`src/rtl/io_seq_pkg.sv`:
```
// Shared types and defaults for the I/O lane bring-up/tear-down sequencer.
package io_seq_pkg;

    localparam int unsigned DEF_LANES  = 3;
    localparam int unsigned DEF_SETTLE = 4;
    localparam int unsigned DEF_FILL   = 2;
    localparam int unsigned DEF_CNT_W  = 4;

    typedef enum logic [2:0] {
        IDLE,
        UP_SETTLE,
        UP_FILL,
        DN_DRAIN,
        DN_SETTLE
    } state_e;

    typedef enum logic {
        UP = 1'b0,
        DN = 1'b1
    } dir_e;

    // base < n and off < n, so one conditional subtract is a full wrap
    function automatic int unsigned wrap_idx(
        input int unsigned base,
        input int unsigned off,
        input int unsigned n
    );
        int unsigned s;
        s = base + off;
        return (s >= n) ? s - n : s;
    endfunction

endpackage

```
`src/rtl/io_lane_sequencer_rr_pick.sv`:
```
// Round-robin first-one search over the pending-lane vector, starting at rr.
module rr_pick
    import io_seq_pkg::*;
#(
    parameter int unsigned LANES = DEF_LANES,
    parameter int unsigned IDX_W = 2
) (
    input  logic [LANES-1:0] pend_i,
    input  logic [IDX_W-1:0] rr_i,
    output logic             valid_o,
    output logic [IDX_W-1:0] idx_o
);

    logic [IDX_W-1:0] cand;

    always_comb begin
        valid_o = 1'b0;
        idx_o   = '0;
        cand    = '0;
        for (int unsigned i = 0; i < LANES; i++) begin
            cand = IDX_W'(wrap_idx(32'(rr_i), i, LANES));
            if (!valid_o && pend_i[cand]) begin
                valid_o = 1'b1;
                idx_o   = cand;
            end
        end
    end

endmodule

```
`src/rtl/io_lane_sequencer.sv`:
```
// Per-lane sequencer: I_BUF -> I_DDR -> O_BUFT_DS on the way up, reverse on
// the way down, one lane at a time under round-robin arbitration.
module io_lane_sequencer
    import io_seq_pkg::*;
#(
    parameter int unsigned LANES         = DEF_LANES,
    parameter int unsigned SETTLE_CYCLES = DEF_SETTLE,
    parameter int unsigned FILL_CYCLES   = DEF_FILL,
    parameter int unsigned CNT_W         = DEF_CNT_W
) (
    input  logic             clk,
    input  logic             rst,
    input  logic             kill,
    input  logic [LANES-1:0] lane_req,
    output logic             gbuf_en,
    output logic [LANES-1:0] ibuf_en,
    output logic [LANES-1:0] iddr_en,
    output logic [LANES-1:0] obuft_t,
    output logic [LANES-1:0] lane_up,
    output logic             busy
);

    localparam int unsigned IDX_W = (LANES > 1) ? $clog2(LANES) : 1;

    state_e           state_q;
    logic [CNT_W-1:0] cnt_q;
    logic [IDX_W-1:0] rr_q;
    logic [IDX_W-1:0] lane_q;
    logic             gbuf_q;
    logic [LANES-1:0] ibuf_q;
    logic [LANES-1:0] iddr_q;
    logic [LANES-1:0] obuft_q;

    logic [LANES-1:0] pend;
    logic             pick_vld;
    logic [IDX_W-1:0] pick_idx;
    logic [IDX_W-1:0] rr_d;
    dir_e             pick_dir;

    // a lane is pending whenever its request disagrees with its up status
    assign pend     = lane_req ^ obuft_q;
    assign pick_dir = lane_req[pick_idx] ? UP : DN;
    assign rr_d     = (lane_q == IDX_W'(LANES - 1)) ? '0 : lane_q + 1'b1;

    rr_pick #(
        .LANES (LANES),
        .IDX_W (IDX_W)
    ) u_rr_pick (
        .pend_i  (pend),
        .rr_i    (rr_q),
        .valid_o (pick_vld),
        .idx_o   (pick_idx)
    );

    always_ff @(posedge clk or posedge rst) begin
        if (rst) begin
            state_q <= IDLE;
            cnt_q   <= '0;
            rr_q    <= '0;
            lane_q  <= '0;
            gbuf_q  <= 1'b0;
            ibuf_q  <= '0;
            iddr_q  <= '0;
            obuft_q <= '0;
        end else if (kill) begin
            state_q <= IDLE;
            cnt_q   <= '0;
            gbuf_q  <= 1'b0;
            ibuf_q  <= '0;
            iddr_q  <= '0;
            obuft_q <= '0;
        end else begin
            gbuf_q <= 1'b1;
            unique case (state_q)
                IDLE: begin
                    if (gbuf_q && pick_vld) begin
                        lane_q <= pick_idx;
                        unique case (pick_dir)
                            UP: begin
                                ibuf_q[pick_idx] <= 1'b1;
                                cnt_q   <= CNT_W'(SETTLE_CYCLES - 1);
                                state_q <= UP_SETTLE;
                            end
                            DN: begin
                                obuft_q[pick_idx] <= 1'b0;
                                cnt_q   <= CNT_W'(FILL_CYCLES - 1);
                                state_q <= DN_DRAIN;
                            end
                        endcase
                    end
                end
                UP_SETTLE: begin
                    if (cnt_q == '0) begin
                        iddr_q[lane_q] <= 1'b1;
                        cnt_q   <= CNT_W'(FILL_CYCLES - 1);
                        state_q <= UP_FILL;
                    end else begin
                        cnt_q <= cnt_q - 1'b1;
                    end
                end
                UP_FILL: begin
                    if (cnt_q == '0) begin
                        obuft_q[lane_q] <= 1'b1;
                        rr_q    <= rr_d;
                        state_q <= IDLE;
                    end else begin
                        cnt_q <= cnt_q - 1'b1;
                    end
                end
                DN_DRAIN: begin
                    if (cnt_q == '0) begin
                        iddr_q[lane_q] <= 1'b0;
                        cnt_q   <= CNT_W'(SETTLE_CYCLES - 1);
                        state_q <= DN_SETTLE;
                    end else begin
                        cnt_q <= cnt_q - 1'b1;
                    end
                end
                DN_SETTLE: begin
                    if (cnt_q == '0) begin
                        ibuf_q[lane_q] <= 1'b0;
                        rr_q    <= rr_d;
                        state_q <= IDLE;
                    end else begin
                        cnt_q <= cnt_q - 1'b1;
                    end
                end
                default: state_q <= IDLE;
            endcase
        end
    end

    assign gbuf_en = gbuf_q;
    assign ibuf_en = ibuf_q;
    assign iddr_en = iddr_q;
    assign obuft_t = obuft_q;
    assign lane_up = obuft_q;
    assign busy    = (state_q != IDLE);

endmodule

```
`config.mk`:
```
export PLATFORM = sky130hd
export DESIGN_NAME = io_lane_sequencer
export DESIGN_NICKNAME = d
export VERILOG_FILES = /design/src/rtl/io_seq_pkg.sv /design/src/rtl/io_lane_sequencer_rr_pick.sv /design/src/rtl/io_lane_sequencer.sv
export SDC_FILE = /design/constraint.sdc
export NUM_CORES = 1
export LEC_CHECK = 0
export BUFFER_PORTS_ARGS = -buffer_cell sky130_fd_sc_hd__buf_2
export CELL_PAD_IN_SITES_DETAIL_PLACEMENT = 1
export CELL_PAD_IN_SITES_GLOBAL_PLACEMENT = 1
export CORE_ASPECT_RATIO = 1.5
export CORE_MARGIN = 4
export CORE_UTILIZATION = 43
export DETAILED_ROUTE_END_ITERATION = 12
export PLACE_DENSITY_LB_ADDON = 0.25
export REMOVE_ABC_BUFFERS = 1
export SLEW_MARGIN = 0
export SYNTH_ARGS = -nofsm -noshare
export SYNTH_HDL_FRONTEND = slang
export SYNTH_SLANG_ARGS = --single-unit
```
`constraint.sdc`:
```
create_clock -name clk -period 2.9 [get_ports clk]
set_clock_uncertainty 0.1 [all_clocks]
set_input_delay 0.435 -clock clk [delete_from_list [all_inputs] [get_ports clk]]
set_output_delay 0.435 -clock clk [all_outputs]
set_load 0.05 [all_outputs]
```
* Yosys cells after proc, flatten, opt, wreduce, memory -nomap -nowiden *
Cells that the tools add are included.
Widths: inputs -> output; s select.

cells by class
  add/sub/neg operators = 7
  order comparisons = 10
  equality and inequality tests = 14
  muxes and demuxes = 52
  bitwise gates (word level) = 10
  reduce and logical (&&, ||, !) cells = 22

operators with widths
  operator             count
  $mux 3               16
  $ne 3x3->1 const B   8
  $pmux 3 s2           4
  $mux 4               5
  $pmux 4 s4           1
  $lt 2x3->1 const B   5
  $mux 2               7
  $pmux 3 s4           1
  $reduce_and 3->1     4
  $reduce_and 4->1     3
  $reduce_bool 3->1    4
  $mux 1               11
  $and 3x3->3          3
  $or 3x3->3           3
  $bmux 1 s2           4
  $pmux 4 s2           1
  $eq 3x2->1 const B   2
  $ge 3x2->1 const B   2
  $not 3->3            2
  $sub 2x2->2 const B  3
  $logic_and 1x1->1    5
  $reduce_bool 5->1    1
  $demux 1 s2          2
  $ge 2x1->1 const B   2
  other kinds (15)     16

word-level totals
  flip-flop bits (word level) = 21
  input bits = 6

* Longest topological paths before layout *
  word-level depth = 21
  gate-level depth with buffers = 10

* Cells and area by module *
Synthesis repeated with hierarchy kept, for this count alone.

second synthesis, totals
  cells, all modules = 160
  area total of the unflattened synthesis = 1531.5 µm²

by module, submodules not included
  module             times used  cells each  area an instance (µm²)  sequential area each (µm²)
  io_lane_sequencer  1           128         1280.0                  525.5
  rr_pick            1           32          251.5                   0.0

* Least setup slack after synthesis *
Ideal clock, no wire load.

  path kind = flip-flop to flip-flop
  start = reg obuft_q[1], in the netlist lane_up[1]
  end = reg obuft_q[0], in the netlist lane_up[0]
  arrival time = 2.225 ns
  setup slack = 0.451 ns
  cell stages (with the launch flop) = 8
  buffers on the path = 0
  cell sequence = dfrtp_1 -> xor2_1 -> a22oi_1 -> o221ai_4 -> o22ai_4 -> nand2_2 -> a21bo_2 -> o31a_1

between the ends
  cells in the longest elaborated chain, start to end = 20
  elaborated cells on any way between the ends = 34
  those cells by class = order compare (2); eq/ne (2); mux (20); bitwise (3); reduce/logical (7)

ends and longest elaborated chain
  item                             RTL line                         text
  start, declared                  io_lane_sequencer.sv:32          logic [LANES-1:0] obuft_q;
  start signal, assigned           io_lane_sequencer.sv:64          obuft_q <= '0;
  start signal, assigned           io_lane_sequencer.sv:71          obuft_q <= '0;
  start signal, assigned by index  io_lane_sequencer.sv:85          obuft_q[pick_idx] <= 1'b0;
  $xor 3x3->3 (*)                  io_lane_sequencer.sv:41          assign pend = lane_req ^ obuft_q;
  $bmux 1 s2                       io_lane_sequencer_rr_pick.sv:22  if (!valid_o && pend_i[cand]) begin
  $mux 1 (not written as such)     io_lane_sequencer_rr_pick.sv:22
  $mux 1                           io_lane_sequencer_rr_pick.sv:22
  $logic_not 1->1                  io_lane_sequencer_rr_pick.sv:22
  $logic_and 1x1->1                io_lane_sequencer_rr_pick.sv:22
  $mux 1                           io_lane_sequencer_rr_pick.sv:22
  $logic_not 1->1                  io_lane_sequencer_rr_pick.sv:22
  [4 not listed]                   -
  $mux 1 (not written as such)     io_lane_sequencer.sv:85
  $demux 1 s2                      io_lane_sequencer.sv:85
  $not 3->3 (no line)              -
  $and 3x3->3 (no line)            -
  $mux 3                           io_lane_sequencer.sv:78          unique case (pick_dir)
  $mux 3                           io_lane_sequencer.sv:76          if (gbuf_q && pick_vld) begin
  $pmux 3 s2                       io_lane_sequencer.sv:74          unique case (state_q)
  $mux 3                           io_lane_sequencer.sv:65          end else if (kill) begin

Every way passes the cells marked *; elsewhere a longest branch is shown, timed or not. The select of a mux whose other input is x is not followed.
A chain may end at the register's enable or synchronous reset.

* Worst setup path after layout *
  start = reg rr_q[0]
  end = reg obuft_q[0], in the netlist lane_up[0]

between the ends
  cells in the longest elaborated chain, start to end = 21
  elaborated cells on any way between the ends = 44
  those cells by class = add/sub (5); order compare (5); eq/ne (2); mux (23); bitwise (2); reduce/logical (7)

ends and longest elaborated chain
  item                                                                  RTL line                  text
  start, declared                                                       io_lane_sequencer.sv:27   logic [IDX_W-1:0] rr_q;
  start signal, assigned                                                io_lane_sequencer.sv:104  rr_q <= rr_d;
  start signal, assigned                                                io_lane_sequencer.sv:122  rr_q <= rr_d;
  parallel branches: the longest is 21 deep, another holds $add 2x1->3  -

Several ways; the timed one is not identified. The select of a mux whose other input is x is not followed.

==> impl_metrics.json <==
{
  "wl_met2_um": 2120,
  "clk_path_buf_depth": 2,
  "fin_cells": 234,
  "ys.flop_type": "dfrtp_1",
  "numCtsBuffers": 3,
  "path_cells": "inv_1, ha_1, and2_2, o21ai_0, nor4b_2, a21oi_2, nand3_2, a21bo_2, o31a_1",
  "hold_ws_ps": 213,
  "core_area_um2": 3450,
  "drt-met1-wl_um": 1700,
  "setup_ws_ps": 214,
  "area_growth_pct": 9.36,
  "slew_headroom_pct": 46.1,
  "finalHoldViolCount": 0,
  "synth_edf_count": 0,
  "drc_errors": 0,
  "clock.fmax_mhz": 372,
  "clk_latency_ps": 260,
  "critPathTopFamily": "simple AND/OR/NAND/NOR gates",
  "critPathMaxFanout": 9,
  "final_max_slew_viol_count": 0,
  "postCtsSetupBuffers": 0,
  "cts_root_buf": "clkbuf_8",
  "grt_pass1_wl_um": 6980,
  "ys_ff_latch": 21,
  "seq_area_frac_synth_pct": 33.9,
  "fin_crit_ps": 2690,
  "clk_pin_slew_ps": 80,
  "syn-cell-area_um2": 1550,
  "power_density_nw_per_um2": 1190,
  "gp_congestion": 0.912,
  "synth_cell_types": 55,
  "wl_met3_um": 85,
  "peakVddDrop_uv": 496,
  "worst_setup_path_end_kind": "register",
  "ctsResizeCount": 0,
  "layout-drive-gt1-share_pct": 20.8,
  "post-route-period-util_pct": 92.6,
  "worstSetupPathType": "register to register",
  "drtPass1Iterations": 4,
  "leakagePower_nw": 0.781,
  "cpPeakStageDelay_ps": 480,
  "cts.htree.levels": 1,
  "final_nets": 204,
  "diodes": 0,
  "routed.top_layer": "met4",
  "overflow": 0,
  "status": "finished, final reports clean",
  "io_buffers": 19,
  "setup.worst_path.start_class": "register",
  "first_iter_violations": 31,
  "finalSetupViolations": 0,
  "ys.warnings.count": 0,
  "grtUsageTotal_pct": 19.2,
  "critPathBufInv": 1,
  "placedCellCount": 230,
  "cap_viol_max_count": 0,
  "pre_cts_ws_ps": 220,
  "synth_top_area_share_pct": 33.9,
  "cts_tree": "built",
  "grt_pass1_vias": 1454,
  "dp_hpwl_um": 3170,
  "rsz0062_at_grt": "no",
  "ios": 20,
  "synth.area.top_cells": "dfrtp_1 (34%), o21ai_0 (5.8%), a21oi_1 (4.8%), nor2_1 (4.1%), ha_1 (4.0%)",
  "final_antenna_net_count": 0,
  "via_per_inst": 5.88,
  "ys_async_sr_fraction_pct": 100,
  "arrival_ps": 2740,
  "syn_avg_cell_area_um2": 8.67,
  "grt_antenna_before_repair": 0,
  "fin_setup_tns_ps": 0,
  "required_ps": 2960,
  "synth_top_area_cell": "dfrtp_1",
  "die_w_um": 57.0,
  "routed_wl_um": 4050,
  "wl_per_cell_um": 17.3,
  "tightest_slew_ps": 808,
  "grt_max_degree": 22,
  "start_util_pct": 45.0,
  "die_h_um": 81.6,
  "cp_slowest_cell": "nor4b_2",
  "cts_sinks": 21,
  "vias": 1377,
  "die_area_um2": 4650,
  "num_rows": 26,
  "synthCells": 179,
  "hold_class": "input port to asynchronous set/reset pin",
  "cts_hold_buf": 0
}
[cells by family after synthesis]
group                    synth area share (%)
AO/OA/AOI/OAI                            27.7
XOR/XNOR                                 4.44
adder cells (fa/ha/maj)                  4.03
buffers and inverters                    7.02
flip-flops                               33.9
multiplexers                             2.90
AND/OR/NAND/NOR                          20.1
[worst paths after layout]
kind | from | end | slack, ps | depth (start not counted)
max in group asynchronous | rst | cnt_q[3]$_DFFE_PP0P_ | 1980 | 2
min in group clk | ibuf_en[1]$_DFFE_PP0P_ | ibuf_en[1]$_DFFE_PP0P_ | 420 | 2
setup reg to reg | rr_q[0]$_DFFE_PP0P_ | lane_up[0]$_DFFE_PP0P_ | 210 | 9
hold reg to reg | ibuf_en[1]$_DFFE_PP0P_ | ibuf_en[1]$_DFFE_PP0P_ | 420 | 2
setup / recovery | rr_q[0]$_DFFE_PP0P_ | lane_up[0]$_DFFE_PP0P_ | 210 | 9
hold / removal | rst | lane_up[2]$_DFFE_PP0P_ | 210 | 2
[where the power goes]
part           switching, mW  internal, mW  total, mW
Combinational          0.857         0.471       1.33
Clock                 0.0980        0.0959      0.194
Sequential             0.120         0.378      0.498
[state kept, by name, indices dropped and copies added, names as in the netlist]
register,flops
cnt_q,4
ibuf_en,3
lane_up,3
rr_q,2
lane_q,2
iddr_en,3
gbuf_en,1
state_q,3
[layout make-up]
class	count	area, um^2
Tap cell	42	52.6
Sequential cell	21	526
Clock inverter	1	5.00
Clock buffer	3	41.3
Multi-Input combinational cell	134	917
Timing Repair Buffer	21	110
Fill cell	423	1750
Inverter	12	45.0
[layer usage]
layer  up-vias  track usage [%]
li1        667                -
met1       675             21.7
met2        23             34.8
met3        12             2.04
met4         0             10.7
met5         -                0
[worst reg2reg max path, delay by kind of cell (launching register included)]
kind                     cells  cell delay (ps)
AND/OR/NAND/NOR              3              840
AO/OA/AOI/OAI                4              770
adder cells (fa/ha/maj)      1              440
flip-flops                   1              350
buffers and inverters        1               70
[synthesized netlist by cell type, types with 2 or more instances]
library cell and n:
xor2_1 2, o21ai_0 18, a211oi_1 2, and3_1 2, a21oi_1 15, ha_1 5, dfrtp_1 21, and2_1 2
inv_1 12, nand2b_1 3, o31a_1 5, or3_1 2, nand3_1 3, nand2_1 12, nor3b_1 3, nor2_1 17
buf_4 5, nor3_1 2, clkbuf_1 6, xnor2_1 4, mux2i_1 3, a31oi_1 2
[layout by cell type, fill, tap and decap left out, drive strengths merged, types with 3 or more instances in the layout]
| cell | Yosys | layout |
|---|---|---|
| and2 | 3 | 3 |
| nor3b | 3 | 3 |
| o21ai | 19 | 19 |
| nor2 | 17 | 17 |
| dfrtp | 21 | 21 |
| o31a | 5 | 5 |
| nand3 | 4 | 4 |
| mux2i | 3 | 3 |
| xnor2 | 5 | 5 |
| clkbuf | 6 | 3 |
| inv | 12 | 12 |
| a21oi | 16 | 16 |
| ha | 5 | 5 |
| nand2b | 3 | 3 |
| buf | 6 | 21 |
| nand2 | 13 | 13 |
[stage by stage]
stage          total power, mW  cell area (um^2)  utilization (%)
2_1_floorplan             1.49              1490                -
3_3_place_gp              1.78              1650             47.9
3_5_place_dp              1.83              1650             47.9
4_1_cts                   2.04              1700             49.2
5_1_grt                   2.20              1700             49.2
6_report                  2.02              1700             49.2
No activity file was read; power rests on OpenSTA's default activity.
